[src/rtl/lsu_pkg.sv]
// Shared funct3 codes, FSM encoding and request-check helpers for the LSU.
package lsu_pkg;

  localparam logic [2:0] F3_B  = 3'b000;
  localparam logic [2:0] F3_H  = 3'b001;
  localparam logic [2:0] F3_W  = 3'b010;
  localparam logic [2:0] F3_BU = 3'b100;
  localparam logic [2:0] F3_HU = 3'b101;

  typedef enum logic [1:0] {
    S_IDLE,
    S_RD,
    S_WR,
    S_RESP
  } lsu_state_e;

  function automatic logic f3_bad(
    input logic       wr,
    input logic [2:0] f3
  );
    logic ok_st;
    ok_st = (f3 == F3_B) || (f3 == F3_H) || (f3 == F3_W);
    if (wr) return !ok_st;
    return !(ok_st || (f3 == F3_BU) || (f3 == F3_HU));
  endfunction

  function automatic logic misal(
    input logic [2:0] f3,
    input logic [1:0] a
  );
    if ((f3 == F3_H) || (f3 == F3_HU)) return a[0];
    if (f3 == F3_W) return |a;
    return 1'b0;
  endfunction

endpackage

[src/rtl/load_store_unit_lane.sv]
// Byte-lane datapath: sub-word load extract/extend and SB/SH store merge.
module lsu_byte_lane
  import lsu_pkg::*;
(
  input  logic [31:0] i_word,
  input  logic [1:0]  i_lane,
  input  logic [2:0]  i_f3,
  input  logic [15:0] i_wdata,
  output logic [31:0] o_load,
  output logic [31:0] o_merged
);

  logic [15:0] w_sh;
  logic [4:0]  w_boff;
  logic [4:0]  w_hoff;
  logic [31:0] w_bmask;
  logic [31:0] w_hmask;

  assign w_boff  = {i_lane, 3'b000};
  assign w_hoff  = {i_lane[1], 4'b0000};
  assign w_sh    = 16'(i_word >> w_boff);
  assign w_bmask = 32'h0000_00ff << w_boff;
  assign w_hmask = 32'h0000_ffff << w_hoff;

  always_comb begin
    o_load = i_word;
    unique case (1'b1)
      (i_f3 == F3_B):  o_load = {{24{w_sh[7]}}, w_sh[7:0]};
      (i_f3 == F3_BU): o_load = {24'd0, w_sh[7:0]};
      (i_f3 == F3_H):  o_load = {{16{w_sh[15]}}, w_sh};
      (i_f3 == F3_HU): o_load = {16'd0, w_sh};
      default:         o_load = i_word;
    endcase
  end

  always_comb begin
    o_merged = i_word;
    unique case (1'b1)
      (i_f3 == F3_B):
        o_merged = (i_word & ~w_bmask)
                 | ({24'd0, i_wdata[7:0]} << w_boff);
      (i_f3 == F3_H):
        o_merged = (i_word & ~w_hmask)
                 | ({16'd0, i_wdata} << w_hoff);
      default: o_merged = i_word;
    endcase
  end

endmodule

[src/rtl/load_store_unit.sv]
// Byte-addressed LSU in front of a word-addressed, 1-cycle-read data memory.
// Build option: LSU_BOUNDS_CHECK_EN makes addresses beyond the memory an error.
module load_store_unit
  import lsu_pkg::*;
#(
  parameter int MEM_DEPTH = 1024
) (
  input  logic        clk,
  input  logic        rst_n,
  input  logic        req_valid,
  output logic        req_ready,
  input  logic        req_write,
  input  logic [2:0]  req_funct3,
  input  logic [31:0] req_addr,
  input  logic [31:0] req_wdata,
  output logic        resp_valid,
  output logic        resp_error,
  output logic [31:0] resp_rdata,
  output logic [31:0] mem_address,
  output logic [31:0] mem_write_data,
  output logic        mem_write_enable,
  output logic        mem_read_enable,
  input  logic [31:0] mem_read_data
);

  localparam int IDX_W = $clog2(MEM_DEPTH);

  lsu_state_e        r_state;
  logic              r_write;
  logic [2:0]        r_f3;
  logic [IDX_W+1:0]  r_addr;
  logic [31:0]       r_wdata;

  logic              w_oob;
  logic              w_err;
  logic [31:0]       w_load;
  logic [31:0]       w_merged;

`ifdef LSU_BOUNDS_CHECK_EN
  assign w_oob = (req_addr >= 32'(MEM_DEPTH * 4));
`else
  // high address bits are dropped so the word index wraps
  assign w_oob = 1'b0 & (|req_addr[31:IDX_W+2]);
`endif

  assign w_err = f3_bad(req_write, req_funct3)
               | misal(req_funct3, req_addr[1:0])
               | w_oob;

  lsu_byte_lane u_lane (
    .i_word   (mem_read_data),
    .i_lane   (r_addr[1:0]),
    .i_f3     (r_f3),
    .i_wdata  (r_wdata[15:0]),
    .o_load   (w_load),
    .o_merged (w_merged)
  );

  assign req_ready      = (r_state == S_IDLE);
  assign mem_address    = {{(32-IDX_W){1'b0}}, r_addr[IDX_W+1:2]};
  assign mem_write_data = (r_f3 == F3_W) ? r_wdata : w_merged;
  assign resp_rdata     = (r_state == S_RESP && !r_write && !resp_error)
                        ? w_load : 32'd0;

  always_ff @(posedge clk or negedge rst_n) begin
    if (!rst_n) begin
      r_state          <= S_IDLE;
      r_write          <= 1'b0;
      r_f3             <= '0;
      r_addr           <= '0;
      r_wdata          <= '0;
      resp_valid       <= 1'b0;
      resp_error       <= 1'b0;
      mem_read_enable  <= 1'b0;
      mem_write_enable <= 1'b0;
    end else begin
      resp_valid       <= 1'b0;
      resp_error       <= 1'b0;
      mem_read_enable  <= 1'b0;
      mem_write_enable <= 1'b0;
      unique case (r_state)
        S_IDLE: begin
          if (req_valid) begin
            r_write <= req_write;
            r_f3    <= req_funct3;
            r_addr  <= req_addr[IDX_W+1:0];
            r_wdata <= req_wdata;
            if (w_err) begin
              r_state    <= S_RESP;
              resp_valid <= 1'b1;
              resp_error <= 1'b1;
            end else if (req_write && req_funct3 == F3_W) begin
              r_state          <= S_WR;
              mem_write_enable <= 1'b1;
            end else begin
              r_state         <= S_RD;
              mem_read_enable <= 1'b1;
            end
          end
        end
        S_RD: begin
          if (r_write) begin
            r_state          <= S_WR;
            mem_write_enable <= 1'b1;
          end else begin
            r_state    <= S_RESP;
            resp_valid <= 1'b1;
          end
        end
        S_WR: begin
          r_state    <= S_RESP;
          resp_valid <= 1'b1;
        end
        S_RESP:  r_state <= S_IDLE;
        default: r_state <= S_IDLE;
      endcase
    end
  end

endmodule

[config.mk]
export PLATFORM = sky130hd
export DESIGN_NAME = load_store_unit
export DESIGN_NICKNAME = d
export VERILOG_FILES = /design/src/rtl/lsu_pkg.sv /design/src/rtl/load_store_unit_lane.sv /design/src/rtl/load_store_unit.sv
export SDC_FILE = /design/constraint.sdc
export NUM_CORES = 1
export LEC_CHECK = 0
export ABC_AREA = 1
export CORE_ASPECT_RATIO = 0.5
export CORE_MARGIN = 3
export CORE_UTILIZATION = 48
export DETAILED_ROUTE_END_ITERATION = 8
export PLACE_DENSITY = 0.88
export SKIP_CTS_REPAIR_TIMING = 1
export SLEW_MARGIN = 5
export SYNTH_ARGS = -nofsm -noshare
export SYNTH_HDL_FRONTEND = slang
export SYNTH_HIERARCHICAL = 1
export SYNTH_SLANG_ARGS = --single-unit
[constraint.sdc]
create_clock -name clk -period 3.2 [get_ports clk]
set_input_delay 0.64 -clock clk [delete_from_list [all_inputs] [get_ports clk]]
set_output_delay 0.64 -clock clk [all_outputs]
set_load 0.005 [all_outputs]
; Word level (Yosys, flattened, before mapping)
; Cells that the tools add are included.
[word_totals]
memories = 0
rom_bits = 0
latchBits = 0
ram_bits = 0
wordCells = 83
ff_bits = 54
[op_classes]
shift = 5
n_lt_le_gt_ge = 0
n_mul = 0
n_eq_ne = 12
div_mod_pow = 0
add_sub_neg = 0
reduce_logical = 17
bitwise = 7
muxes = 33
[op_table]
columns = cell, count
row1 = $pmux W32 S4, 1
row2 = $and A32 B32 Y32, 2
row3 = $mux W32, 2
row4 = $not A32 Y32, 2
row5 = $or A32 B32 Y32, 2
row6 = $pmux W32 S2, 1
row7 = $shl A16 B5 Y32, 1
row8 = $shl A16 B5 Y32 const A, 1
row9 = $shl A8 B5 Y32, 1
row10 = $shl A8 B5 Y32 const A, 1
row11 = $shr A32 B5 Y16, 1
row12 = $mux W1, 23
row13 = $eq A3 B3 Y1 const B, 4
row14 = $pmux W2 S4, 1
row15 = $eq A3 B1 Y1 const B, 2
row16 = $eq A3 B2 Y1 const B, 2
row17 = $logic_not A3 Y1, 2
row18 = $mux W2, 3
row19 = $logic_or A1 B1 Y1, 5
row20 = $eq A2 B2 Y1 const B, 2
row21 = $logic_not A1 Y1, 4
row22 = $logic_and A1 B1 Y1, 3
row23 = $pmux W1 S3, 1
row24 = $eq A2 B1 Y1 const B, 1
row25 = other kinds (6), 6

; Depth between registers and ports, before layout
; Gate-level depths: netlist (run 1).
[logic_depth]
word_depth = 11
mapped_depth = 11
depth_no_buf = 9

; Hierarchy
; The synthesis (run 1) kept the hierarchy.
[by_module_without_submodules]
columns = mod, seq_area_each_um2, cells_each, n_inst, area_per_inst_um2
row1 = load_store_unit, 1351.3, 420, 1, 3104.2
row2 = lsu_byte_lane, 0.0, 342, 1, 1806.7

; Worst setup path before layout (run 1)
; No wires, ideal clock.
[synth_path]
kind = register to output
start = register r_f3[1]
end = output mem_write_data[4]
path_stages_with_launch = 10
arrival_ns = 1.421
path_slack_ns = 1.139
cell_sequence = dfrtp_1 buf_2 inv_4 nand2_2 nor2_2 nand2_2 buf_6 a21oi_2 nand2_1 o21ai_0
[synth_between]
elab_chain_len = 3
elab_cells_between_ends = 5
[synth_rtl]
columns = item, line_no
row1 = "start, declared", load_store_unit.sv:30  ; logic [2:0] r_f3;
row2 = "start signal, assigned", load_store_unit.sv:85  ; r_f3 <= req_funct3;
row3 = $eq A3 B1 Y1 or $logic_not A3 Y1 (tied branches), "load_store_unit_lane.sv:42, load_store_unit_lane.sv:39"
row4 = $pmux W32 S2 *, load_store_unit_lane.sv:38  ; unique case (1'b1)
row5 = named net w_merged[4], load_store_unit.sv:37  ; logic [31:0] w_merged;
row6 = $mux W32 *, load_store_unit.sv:61  ; assign mem_write_data = (r_f3 == F3_W) ? r_wdata : w_merged;
row7 = "end, declared", load_store_unit.sv:20  ; output logic [31:0] mem_write_data,
; Mark *: on every way through the listed nets, which the timed path passes. The rest lies on a longest branch.

; Worst setup path after layout (run 1)
[layout_path]
start = input mem_read_data[23]
end = output resp_rdata[12]
[layout_between]
elab_chain_len = 3
[layout_rtl]
columns = item, line_no
row1 = "start, declared", load_store_unit.sv:23  ; input logic [31:0] mem_read_data
row2 = $shr A32 B5 Y16, load_store_unit_lane.sv:21  ; assign w_sh = 16'(i_word >> w_boff);
row3 = $pmux W32 S4, load_store_unit_lane.sv:27  ; unique case (1'b1)
row4 = named net w_load[12], load_store_unit.sv:36  ; logic [31:0] w_load;
row5 = $mux W32, load_store_unit.sv:63  ; ? w_load : 32'd0;
row6 = "end, declared", load_store_unit.sv:18  ; output logic [31:0] resp_rdata,
; The timed path passes the listed nets, and every way through them passes these cells.

==> impl_metrics.json, run 1 <==
{
  "pin_count": 204,
  "fin_cells": 1034,
  "antenna_left": 0,
  "avgRoutedWirePerCell_um": 15.9,
  "clk_pin_slew_ns": 0.07,
  "cap_violations": 0,
  "grt_pass1_vias": 4987,
  "cp_common_cell": "nand2_1",
  "cts_max_path_buffers": 2,
  "cp_slowest_cell": "clkdlybuf4s50_1",
  "gp_congestion": 0.924,
  "start_kind": "input pin",
  "fmax_mhz": 323,
  "rsz0062_at_grt": "false",
  "root_buffer": "clkbuf_16",
  "cp_num_buf_inv": 3,
  "critPathArrivalTime_ns": 2.45,
  "path_cells": "clkdlybuf4s50_1 > nand2_1 > nand2_1 > nand2_1 > nand2_4 > nand2_8 > nand3_1 > inv_1 > nor2_1 > clkdlybuf4s50_1",
  "vias": 5349,
  "drive_gt1_share_pct": 9.57,
  "globalRouteMet1Util_pct": 39.6,
  "fin_area_um2": 6520,
  "final_nets": 1007,
  "outcome": "completed",
  "grt-ovfl-total": 0,
  "grt_pass1_wl_mm": 25.9,
  "synth_top_family_by_area": "simple AND/OR/NAND/NOR gates",
  "worstRegToRegCells": 6,
  "start_util_pct": 50.6,
  "grt_usage_pct": 27.6,
  "area_delta_synth_final_pct": 32.8,
  "wl_mm": 16.4,
  "syn_inst": 762,
  "critPathKind": "input pin to primary output",
  "clock_latency_ns": 0.29,
  "numClockSinks": 54,
  "antenna_found_initial": 0,
  "fin_crit_sh_pct": 96.7,
  "r2r-end": "r_wdata[24]",
  "synth.area.mux_share_pct": 0,
  "h-tree-depth": 2,
  "slew_violations": 0,
  "fin_crit_ns": 3.09,
  "placedInstanceArea_um2": 6350,
  "grt_most_used_layer": "met2",
  "synth_area_um2": 4910,
  "setup_viol": 0,
  "p_per_area_nw_per_um2": 885,
  "met2_usage_pct": 43.3,
  "synth_cell_type_count": 33,
  "vias_per_cell": 5.17,
  "insertedDiodeCount": 0,
  "die_area_um2": 11600,
  "synth-xor-area-share_pct": 0,
  "avgSynthCellArea_um2": 6.44,
  "fin_ws_ns": 0.106,
  "dp.cells": 1026,
  "worst_slew_pin_slew_ns": 0.615,
  "maxSlewHeadroom_pct": 59.0,
  "drt_iter0_markers": 464,
  "r2r_setup_slack_ns": 1.26,
  "dp_hpwl_mm": 12.4,
  "setup_tns_ns": 0,
  "holdWs_ns": 0.358,
  "cpPeakStageDelay_ns": 0.52,
  "cp.required_ns": 2.56,
  "grt_max_degree": 65,
  "rows": 25,
  "hold_path_class": "input pin to asynchronous set/reset pin",
  "io_buffer_count": 161,
  "yosys_warnings": 6,
  "synthAdderAreaFrac_pct": 1.27,
  "yosysSeqAreaShare_pct": 27.5,
  "p_leak_nw": 3.25,
  "dp_slack_ns": 0.116,
  "critPathTopFamily": "buffers and inverters",
  "synth_compound_area_share_pct": 14.6,
  "drcViolationCount": 0,
  "yosys.area_share.simple_pct": 37.0,
  "ir_drop_mv": 0.518,
  "synth_top_cell_by_area": "dfrtp_1",
  "grt_use_met3_pct": 6.07,
  "core_area_um2": 9700,
  "ys_seq_elements": 54,
  "worstSetupEndpointType": "primary output",
  "die_h_um": 77.5,
  "synth_top_cell_area_share_pct": 27.5,
  "hold_violations": 0,
  "synth.area.top_cells": "dfrtp_1 (28%), nand2_1 (20%), inv_1 (7.3%)",
  "cts_tree": "yes",
  "numCtsBuffers": 5,
  "dr.pass1.iters": 6,
  "skew_ns": 0.00264,
  "crit_fanout": 24,
  "timing.rr.start": "r_state[0]",
  "die_x_um": 149
}
sequential cells by signal, summed over array words and instances (netlist names):
| name | cells |
|---|---|
| r_wdata | 32 |
| r_addr | 12 |
| r_f3 | 3 |
| r_state | 2 |
| mem_read_enable | 1 |
| mem_write_enable | 1 |
| r_write | 1 |
| resp_error | 1 |
| resp_valid | 1 |
cells in the final DEF, fill, tap and decap left out, types with 22 or more instances in the layout:
cell type        count
clkdlybuf4s50_1    160
conb_1              22
dfrtp_1             52
inv_1               95
nand2_1            265
nand3_1             48
nand3_2             22
nor2_1              41
o21ai_0             64
o21ai_1             28
worst max-delay path by stage:
stage,from,depth (start not counted),end,slack [ns]
floorplan,r_f3[1],9,mem_write_data[4],1.14
global placement,mem_read_data[23],10,resp_rdata[12],0.14
detailed placement,mem_read_data[31],9,resp_rdata[28],0.12
CTS,r_f3[1],4,mem_write_data[8],0.02
global route,r_f3[1],8,resp_rdata[13],0.005
finish,mem_read_data[23],10,resp_rdata[12],0.11
cell families (layout without fill, tap and decap cells):
family | count (synthesis) | count (layout)
flops | 54 | 54
other cells | 1 | 22
simple gates | 401 | 402
buf+inv | 173 | 288
fa+ha+maj | 5 | 5
compound gates | 128 | 128
per-stage QoR:
step | total power [W] | utilization, %
floorplan | 0.00376 | -
global placement | 0.00503 | 65.5
detailed placement | 0.00512 | 65.5
CTS | 0.00570 | 66.9
global route | 0.00628 | 67.3
finish | 0.00577 | 67.3
synthesized netlist by cell type, drive strengths merged:
cell and n:
clkbuf 11, nor2 48, nand3b 2, o22ai 9, or2 3, nor3 1, buf 62, o211ai 18
dfrtp 54, a21oi 5, conb 1, inv 100, nand2 277, ha 5, o21ai 96, nand3 70
power breakdown:
part | switching (W) | total, W | internal (W)
registers | 0.000240 | 0.00124 | 0.00101
clock network | 0.000253 | 0.000545 | 0.000292
logic | 0.00226 | 0.00398 | 0.00172
layout make-up:
type / instances / area [um^2]
clock buffer: 5 / 125
clock inverter: 2 / 17.5
sequential: 54 / 1350
fill: 851 / 3170
multi-input combinational: 557 / 2710
inverter: 100 / 380
tap: 135 / 169
timing repair buffer: 181 / 1770
metal layers:
metal | up-vias | share of wire [%]
met3 | 19 | 10
met2 | 252 | 44
met1 | 2460 | 45
met5 | - | 0
met4 | 0 | 1.1
li1 | 2618 | -
worst reg2reg max path: stages (launching register included):
cell and delay, ns:
dfrtp_1 0.44, inv_1 0.11, ha_1 0.23, nand2_2 0.25, inv_4 0.43, buf_12 0.25
o21ai_0 0.12
(Power assumes the default switching activity.)
==> inputs of run 2 (changes only) <==
--- a/config.mk
+++ b/config.mk
@@ -6,6 +6,7 @@
 export NUM_CORES = 1
 export LEC_CHECK = 0
 export ABC_AREA = 1
+export ABC_CLOCK_PERIOD_IN_PS = 3200
 export CORE_ASPECT_RATIO = 0.5
 export CORE_MARGIN = 3
 export CORE_UTILIZATION = 48
==> results of run 2 <==
Final layout, timing and power as in run 1 (identical DEF).
